`src/rtl/dmem_arb_pkg.sv`:
```
// Shared definitions for the data memory arbiter: FSM state encoding,
// requester port ids, data word width and the address range helper.
package dmem_arb_pkg;

    localparam int DMEM_WORD_W = 32;

    localparam logic PORT_CPU  = 1'b0;
    localparam logic PORT_HOST = 1'b1;

    typedef enum logic [1:0] {
        ST_IDLE  = 2'd0,
        ST_ISSUE = 2'd1,
        ST_RDATA = 2'd2
    } arb_state_t;

    // A word address is serviceable only if it falls inside the implemented words;
    // the compare uses all 32 bits so aliases above the array are rejected.
    function automatic logic addr_in_range(input logic [DMEM_WORD_W-1:0] addr,
                                           input int unsigned            words);
        return addr < words;
    endfunction

endpackage

```
`src/rtl/dmem_rr_pick.sv`:
```
// Two-way request picker. Default: round-robin against the last granted port.
// With DMEM_ARB_HOST_PRIORITY_EN defined: the host port always wins a tie.
module dmem_rr_pick
    import dmem_arb_pkg::*;
(
    input  logic [1:0] req,
    input  logic       ptr,
    output logic       winner,
    output logic       valid
);

`ifdef DMEM_ARB_HOST_PRIORITY_EN
    // The last-grant pointer has no role under fixed priority.
    logic unused_ptr;
    assign unused_ptr = ptr;

    // Fixed priority: host first, CPU only when the host is quiet.
    always_comb begin
        valid  = |req;
        winner = req[PORT_HOST] ? PORT_HOST : PORT_CPU;
    end
`else
    // Round-robin: a lone requester wins; on a tie the port not granted last wins.
    always_comb begin
        valid = |req;
        if (req[PORT_CPU] && req[PORT_HOST]) begin
            winner = ~ptr;
        end else begin
            winner = req[PORT_HOST];
        end
    end
`endif

endmodule

```
`src/rtl/data_memory_arbiter.sv`:
```
// Shares the single-port data memory between the CPU (port 0) and the
// UART host/debug bridge (port 1). One registered word command per grant,
// read data returned two cycles after the grant with a one-cycle valid pulse.
// Optional macro DMEM_ARB_HOST_PRIORITY_EN selects fixed host priority.
module data_memory_arbiter
    import dmem_arb_pkg::*;
#(
    parameter int unsigned ADDR_WORDS = 16384
) (
    input  logic                   clk,
    input  logic                   rst,

    input  logic                   m0_req,
    input  logic                   m0_we,
    input  logic [DMEM_WORD_W-1:0] m0_addr,
    input  logic [DMEM_WORD_W-1:0] m0_wdata,
    output logic                   m0_gnt,
    output logic                   m0_err,
    output logic                   m0_rvalid,
    output logic [DMEM_WORD_W-1:0] m0_rdata,

    input  logic                   m1_req,
    input  logic                   m1_we,
    input  logic [DMEM_WORD_W-1:0] m1_addr,
    input  logic [DMEM_WORD_W-1:0] m1_wdata,
    output logic                   m1_gnt,
    output logic                   m1_err,
    output logic                   m1_rvalid,
    output logic [DMEM_WORD_W-1:0] m1_rdata,

    output logic [DMEM_WORD_W-1:0] mem_addr,
    output logic [DMEM_WORD_W-1:0] mem_write_data,
    output logic                   mem_memwrite,
    output logic                   mem_memread,
    input  logic [DMEM_WORD_W-1:0] mem_read_data
);

    arb_state_t             state_reg;
    logic                   ptr_reg;
    logic                   winner_reg;
    logic [1:0]             gnt_reg;
    logic [1:0]             err_reg;
    logic [1:0]             rvalid_reg;
    logic [DMEM_WORD_W-1:0] rdata_reg [2];
    logic [DMEM_WORD_W-1:0] mem_addr_reg;
    logic [DMEM_WORD_W-1:0] mem_wdata_reg;
    logic                   memwrite_reg;
    logic                   memread_reg;

    logic                   pick_winner;
    logic                   pick_valid;
    logic                   sel_we;
    logic [DMEM_WORD_W-1:0] sel_addr;
    logic [DMEM_WORD_W-1:0] sel_wdata;
    logic                   sel_in_range;

    dmem_rr_pick u_pick (
        .req    ({m1_req, m0_req}),
        .ptr    (ptr_reg),
        .winner (pick_winner),
        .valid  (pick_valid)
    );

    // Route the winning requester's command fields toward the command registers.
    always_comb begin
        sel_we       = pick_winner ? m1_we    : m0_we;
        sel_addr     = pick_winner ? m1_addr  : m0_addr;
        sel_wdata    = pick_winner ? m1_wdata : m0_wdata;
        sel_in_range = addr_in_range(sel_addr, ADDR_WORDS);
    end

    // Arbitration FSM: grant in IDLE, one command cycle in ISSUE, capture in RDATA.
    // Pulses default low every cycle so they last exactly one cycle.
    always_ff @(posedge clk or posedge rst) begin
        if (rst) begin
            state_reg     <= ST_IDLE;
            ptr_reg       <= PORT_HOST;
            winner_reg    <= PORT_CPU;
            gnt_reg       <= '0;
            err_reg       <= '0;
            rvalid_reg    <= '0;
            rdata_reg[0]  <= '0;
            rdata_reg[1]  <= '0;
            mem_addr_reg  <= '0;
            mem_wdata_reg <= '0;
            memwrite_reg  <= 1'b0;
            memread_reg   <= 1'b0;
        end else begin
            gnt_reg      <= '0;
            err_reg      <= '0;
            rvalid_reg   <= '0;
            memwrite_reg <= 1'b0;
            memread_reg  <= 1'b0;
            case (state_reg)
                ST_IDLE: begin
                    if (pick_valid) begin
                        state_reg            <= ST_ISSUE;
                        winner_reg           <= pick_winner;
                        ptr_reg              <= pick_winner;
                        gnt_reg[pick_winner] <= 1'b1;
                        if (sel_in_range) begin
                            mem_addr_reg  <= sel_addr;
                            mem_wdata_reg <= sel_wdata;
                            memwrite_reg  <= sel_we;
                            memread_reg   <= ~sel_we;
                        end else begin
                            err_reg[pick_winner] <= 1'b1;
                        end
                    end
                end
                ST_ISSUE: begin
                    // Only an accepted read needs the data-return cycle.
                    state_reg <= memread_reg ? ST_RDATA : ST_IDLE;
                end
                ST_RDATA: begin
                    rdata_reg[winner_reg]  <= mem_read_data;
                    rvalid_reg[winner_reg] <= 1'b1;
                    state_reg              <= ST_IDLE;
                end
                default: begin
                    state_reg <= ST_IDLE;
                end
            endcase
        end
    end

    assign m0_gnt         = gnt_reg[0];
    assign m0_err         = err_reg[0];
    assign m0_rvalid      = rvalid_reg[0];
    assign m0_rdata       = rdata_reg[0];
    assign m1_gnt         = gnt_reg[1];
    assign m1_err         = err_reg[1];
    assign m1_rvalid      = rvalid_reg[1];
    assign m1_rdata       = rdata_reg[1];
    assign mem_addr       = mem_addr_reg;
    assign mem_write_data = mem_wdata_reg;
    assign mem_memwrite   = memwrite_reg;
    assign mem_memread    = memread_reg;

endmodule

```
`config.mk`:
```
export PLATFORM = sky130hd
export DESIGN_NAME = data_memory_arbiter
export DESIGN_NICKNAME = d
export VERILOG_FILES = /design/src/rtl/dmem_arb_pkg.sv /design/src/rtl/dmem_rr_pick.sv /design/src/rtl/data_memory_arbiter.sv
export SDC_FILE = /design/constraint.sdc
export NUM_CORES = 1
export LEC_CHECK = 0
export BUFFER_PORTS_ARGS = -buffer_cell sky130_fd_sc_hd__buf_2
export CORE_ASPECT_RATIO = 0.75
export CORE_UTILIZATION = 40
export CTS_BUF_LIST = sky130_fd_sc_hd__clkbuf_4
export CTS_CLUSTER_DIAMETER = 100
export CTS_CLUSTER_SIZE = 16
export DETAILED_ROUTE_END_ITERATION = 7
export PLACE_DENSITY = 0.78
export SETUP_SLACK_MARGIN = 0.3
export SLEW_MARGIN = 25
export SYNTH_ARGS = -nofsm -noshare
export SYNTH_HDL_FRONTEND = slang
export SYNTH_HIERARCHICAL = 1
export SYNTH_SLANG_ARGS = --single-unit
```
`constraint.sdc`:
```
create_clock -name clk -period 4.6 [get_ports clk]
set_clock_uncertainty 0.05 [all_clocks]
set_input_delay 0.23 -clock clk [delete_from_list [all_inputs] [get_ports clk]]
set_output_delay 0.23 -clock clk [all_outputs]
set_load 0.01 [all_outputs]
```
# Yosys cells after proc, flatten, opt, wreduce, memory -nomap -nowiden
# Cells that the tools add are included.
[word_totals]
ff_bits = 140
output_inout_bits = 136
elab_cells = 59
[classes]
n_lt_le_gt_ge = 7
eq_ne = 3
muxes = 26
bitwise = 3
n_reduce_logical = 8
[op_table]
columns = ["operator", "n"]
rows = [
  ["2-to-1 mux 32 bit", 3],
  ["bitwise mux 64 bit", 1],
  ["demux 32 bit (select 1 bit)", 1],
  ["< comparator 32 x 15 -> 1 bit (second input constant)", 1],
  ["2-to-1 mux 2 bit", 8],
  ["2-to-1 mux 1 bit", 10],
  ["logical AND 1 bit", 4],
  ["< comparator 1 x 2 -> 1 bit (second input constant)", 2],
  ["case mux 2 bit (2 select lines)", 1],
  ["AND reduction 3 bit", 1],
  ["demux 1 bit (select 1 bit)", 2],
  ["equality test 2 x 1 -> 1 bit (second input constant)", 1],
  ["equality test 2 bit (second input constant)", 1],
  [">= comparator 1 bit (second input constant)", 2],
  [">= comparator 2 bit (second input constant)", 1],
  ["zero test 2 bit", 1],
  ["< comparator 2 x 1 -> 1 bit (second input constant)", 1],
  ["!= test 2 bit (second input constant)", 1],
  ["NOT 1 bit", 2],
  ["NOT 1 -> 2 bit", 1],
  ["AND reduction 2 bit", 1],
  ["OR reduction 2 bit", 1],
]

# Depth between registers and ports, before layout
[depth]
depth_word = 9
ltp_mapped = 8
depth_no_buf = 5

# Cells and area by module
# Netlist, hierarchy kept.
[modules_own_cells]
columns = ["module", "n_inst", "cells_each", "area_per_inst_um2", "seq_area_each_um2"]
rows = [
  ["data_memory_arbiter", 1, 438, 5705.5, 3504.6],
  ["dmem_rr_pick", 1, 2, 13.8, 0.0],
]

# Least setup slack after synthesis
# No wires, ideal clock.
[synth_timing]
path_type = "register -> register"
from = "reg ptr_reg"
to = "reg mem_addr_reg[0] (netlist: mem_addr[0])"
t_arrival_ps = 2078
t_required_ps = 4423
setup_slack_ps = 2344
path_stages_with_launch = 9
n_path_buf = 3
cell_sequence = "dfstp_2 > a21boi_1 > buf_4 > nor4_2 > a22oi_1 > nor4_2 > buf_4 > buf_6 > mux2_1"
[synth_via]
elab_chain_cells = 5
[synth_lines]
columns = ["element", "line_no", "text"]
rows = [
  ["start, declared", "data_memory_arbiter.sv:39", "logic ptr_reg;"],
  ["start signal, assigned", "data_memory_arbiter.sv:99", "ptr_reg <= pick_winner;"],
  ["NOT 1 bit (*)", "dmem_rr_pick.sv:27", "winner = ~ptr;"],
  ["2-to-1 mux 1 bit (*)", "dmem_rr_pick.sv:26", "if (req[PORT_CPU] && req[PORT_HOST]) begin"],
  ["net pick_winner", "data_memory_arbiter.sv:50", "logic pick_winner;"],
  ["2-to-1 mux 32 bit (*)", "data_memory_arbiter.sv:67", "sel_addr = pick_winner ? m1_addr : m0_addr;"],
  ["< comparator 32 x 15 -> 1 bit", "dmem_arb_pkg.sv:20", "return addr < words;"],
  ["AND reduction 3 bit (no source line)", "-", ""],
  ["end signal, assigned", "data_memory_arbiter.sv:102", "mem_addr_reg <= sel_addr;"],
  ["end, declared", "data_memory_arbiter.sv:45", "logic [DMEM_WORD_W-1:0] mem_addr_reg;"],
]
# Mark *: on every way through the listed nets, which the timed path passes. The rest lies on a longest branch.
# A chain may end at the register's enable or synchronous reset.

# Worst setup path in the final report
[layout_timing]
from = "reg ptr_reg"
to = "reg mem_wdata_reg[3] (netlist: mem_write_data[3])"
[layout_via]
elab_chain_cells = 5
elab_cells_between_ends = 6
classes_between = "order compare (1); mux (3); bitwise (1); reduce/logical (1)"
[layout_lines]
columns = ["element", "line_no", "text"]
rows = [
  ["NOT 1 bit (*)", "dmem_rr_pick.sv:27", ""],
  ["2-to-1 mux 1 bit (*)", "dmem_rr_pick.sv:26", ""],
  ["net pick_winner", "data_memory_arbiter.sv:50", ""],
  ["2-to-1 mux 32 bit", "data_memory_arbiter.sv:67", ""],
  ["< comparator 32 x 15 -> 1 bit", "dmem_arb_pkg.sv:20", ""],
  ["AND reduction 3 bit (no source line)", "-", ""],
  ["end signal, assigned", "data_memory_arbiter.sv:103", "mem_wdata_reg <= sel_wdata;"],
  ["end, declared", "data_memory_arbiter.sv:46", "logic [DMEM_WORD_W-1:0] mem_wdata_reg;"],
]
# Marks and branches as above.

==> summary.md <==
| Metric | Value |
|---|---|
| Die area | between 0.01 and 0.015 mm^2 |
| Yosys cell types | 24 |
| Largest net degree at the start of global routing | 102 |
| Switch share | 26.9% |
| WL/cell | 15.9 um |
| Hold buffer count at CTS | approximately 130 |
| Vias per cell | about 4.7 |
| Wirelength, routed | between 15 and 20 mm |
| Die W | 140 um |
| Nets | roughly 1000 |
| Crit path DAT | roughly 3.4 ns |
| Cells after Synth | 440 |
| Clock buffer depth | 2 |
| Final worst-path cycle share | around two thirds |
| DRT Pass-1 Iters | 4 |
| Synth area leaders | dfrtp_1 61%, mux2_2 20%, nand2_1 6.8% |
| Worst slew pin tran | just over 0.9 ns |
| Worst slew margin | around 40% |
| Worst r2r src | ptr_reg$_DFFE_PP1P_ |
| Area grow syn2layout | 56.7% |
| Start point of the worst hold path | m1_req |
| CP endpoint kind | register |
| Clk pwr share | roughly a third |
| Fill cells | about 1100 |
| Comb power frac | between 10 and 15% |
| Vert. Die Dim | between 100 and 150 um |
| Max Fclk | between 0.3 and 0.4 GHz |
| Max Transition Viols Final | 0 |
| R2R setup slack | around 1.5 ns |
| WHS Endpoint | ptr_reg$_DFFE_PP1P_ |
| Register area | roughly 0.0035 mm^2 |
| CTS Sinks | 140 |
| H-tree levels | 4 |
| Post_cts resized | 0 |
| Congestion Overflow GR | 0 |
| Warnings from Yosys | 6 |
| Net load switching power | roughly 0.62 mW |
| Top cell type's share of synthesized area | 60.8% |
| Endpoints failing hold | 0 |
| Antenna-violating nets left | 0 |
| Synthesized Nets | between 600 and 700 |
| Reg2reg path depth | 7 |
| Setup bufs post-CTS | 0 |
| Pint | between 1.5 and 2 mW |
| Reg power frac | between 50% and 60% |
| Worst VDD drop | 0.000160 V |
| Avg Inst Size Synth | between 10 and 15 um^2 |
| Multi-input logic area | between 0.002 and 0.0025 mm^2 |
| IO Pins | 302 |
| Placer Congestion | 0.913 |
| First-pass GRT wire length | between 20 and 30 mm |
| Final setup vio count | 0 |
| Number of synthesized register bits | 140 |
| IO Port Bufs | between 300 and 400 |
| Reg2Reg Capture Point | mem_write_data[3]$_DFFE_PP0P_ |
| Seq/Total Area, Yosys | between 60% and 70% |
| GR Util All Layers | 23.6% |
| Crit path kind | register to register |
| Status | finished clean |
| Area after DPL | roughly 0.0074 mm^2 |
| Synth area leader | dfrtp_1 |
| Min cycle time layout | a little over 3 ns |
| TritonCTS clock tree | built |
| TritonCTS buffer count | 17 |
| DRT iter0 DRCs | ~210 |
| Initial Util | around two fifths |
| DP HPWL | between 10 and 15 mm |
| Crit-path max FO | 66 |
| Setup tns final | 0 ns |
| Startpoint Class | register |
| Worst-Skew Late Latency | about 0.50 ns |
| CP Data Required Time | around 5.0 ns |
| Synthesized area | roughly 0.0057 mm^2 |
| Share of layout cells above drive strength 1 | roughly 50% |
| Post-route core utilization | about two thirds |
| Leak Pwr | between 4 and 5 nW |
| Fin area | between 0.008 and 0.009 mm^2 |
| # rows | 37 |
| Vias in the first global route | ~5200 |
| Initial antenna violation count | 1 |
| Core Area | 0.0138 mm^2 |
| Post-route DRC | 0 |
| Via count | between 4000 and 5000 |
| Clock-pin slew on the worst setup and hold paths | around 0.12 ns |
| Maxcap violations | 0 |
| Hold Crit Class | primary input to register |
| RSZ-0062 raised after global routing | no |
| Hold path depth | 5 |
| PD cells | ~260 mW/mm^2 |
| CTS root buf | clkbuf_4 |
-- power by group through the flow --
stage | Clock [mW] | Sequential [mW] | Combinational [mW]
floorplan | 0 | 1.27 | 0.0943
global placement | 0 | 1.27 | 0.195
detailed placement | 0 | 1.27 | 0.198
CTS | 0.771 | 1.25 | 0.309
global route | 0.814 | 1.25 | 0.349
finish | 0.735 | 1.25 | 0.321
-- through the flow --
step | power, mW | std cells | setup WS (ns) | hold slack, ns
detailed placement | 1.47 | 899 | 1.32 | 0.390
finish | 2.30 | 1060 | 1.52 | 0.215
CTS | 2.33 | 1058 | 1.31 | 0.190
floorplan | 1.36 | 440 | 0.569 | 0.285
global placement | 1.46 | 899 | 1.42 | 0.383
global route | 2.41 | 1060 | 1.30 | 0.234
-- routing by layer --
layer | track usage [%] | up-vias | wire length (um)
li1 | - | 2342 | -
met1 | 29.3 | 2377 | 7290
met2 | 39.4 | 179 | 8280
met3 | 5.27 | 41 | 844
met4 | 10.5 | 0 | 481
met5 | 0 | - | 0
-- critical path, cell delays in order, from the launching register on --
cell and delay [ns]:
dfstp_2 0.41, a21boi_4 0.44, buf_16 0.23, nor4b_1 0.24
a22oi_1 0.18, nor4_4 0.31, buf_4 0.68, mux2_2 0.42
-- worst max path at each step --
stage	cells past startpoint	start	endpoint	slack (ns)
6_report	7	ptr_reg$_DFFE_PP1P_	mem_write_data[3]$_DFFE_PP0P_	1.52
5_1_grt	7	ptr_reg$_DFFE_PP1P_	mem_write_data[15]$_DFFE_PP0P_	1.30
4_1_cts	6	ptr_reg$_DFFE_PP1P_	mem_write_data[3]$_DFFE_PP0P_	1.31
3_5_place_dp	7	m0_req	mem_write_data[3]$_DFFE_PP0P_	1.32
3_3_place_gp	7	m0_req	mem_write_data[16]$_DFFE_PP0P_	1.42
2_1_floorplan	1	rst	err_reg[0]$_DFF_PP0_	0.57
-- cells in the final DEF, fill, tap and decap left out --
cell	n
a21boi_4	1
a22oi_1	3
and2_1	1
buf_16	1
buf_2	301
buf_4	5
clkbuf_4	18
clkinv_2	1
clkinv_4	2
clkinvlp_4	3
dfrtp_1	139
dfstp_2	1
diode_2	1
dlygate4sd3_1	127
inv_1	2
inv_2	1
inv_6	6
inv_8	3
mux2_1	20
mux2_2	104
mux2i_1	1
nand2_1	103
nand3b_1	1
nor2_1	6
nor2b_1	19
nor3_1	3
nor3b_1	1
nor3b_2	1
nor4_1	5
nor4_2	1
nor4_4	1
nor4b_1	2
or2_1	1
-- synth_stat cells --
master and n:
nor2b_1 19, mux2_2 104, or2_1 1, a21boi_1 1, nor4b_1 2, nor4_2 2, and2_1 1, dfrtp_1 139
buf_6 2, a22oi_1 3, inv_1 4, buf_2 5, mux2i_1 1, nor2_1 6, nor4_1 5, clkbuf_1 12
buf_4 2, nor3b_1 2, nand2_1 103, buf_1 1, mux2_1 20, dfstp_2 1, nand3b_1 1, nor3_1 3
-- cells by family (layout without fill, tap and decap cells) --
logic type	after synthesis	in the layout	synth area share, %
AND/OR/NAND/NOR	145	145	11.4
flip-flops	140	140	61.3
multiplexers	125	125	24.6
buffers and inverters	26	470	2.21
AO/OA/AOI/OAI	4	4	0.525
other	0	1	0
-- cell type report --
cell class | count | share of cell area, %
clock inverter | 14 | 1.37
inverter | 4 | 0.223
antenna | 1 | 0.0279
timing repair buffer | 434 | 31.7
multi-input combinational | 274 | 23.6
tap | 175 | 2.44
clock buffer | 18 | 1.51
sequential | 140 | 39.1
Power figures use the tool's default switching activity.
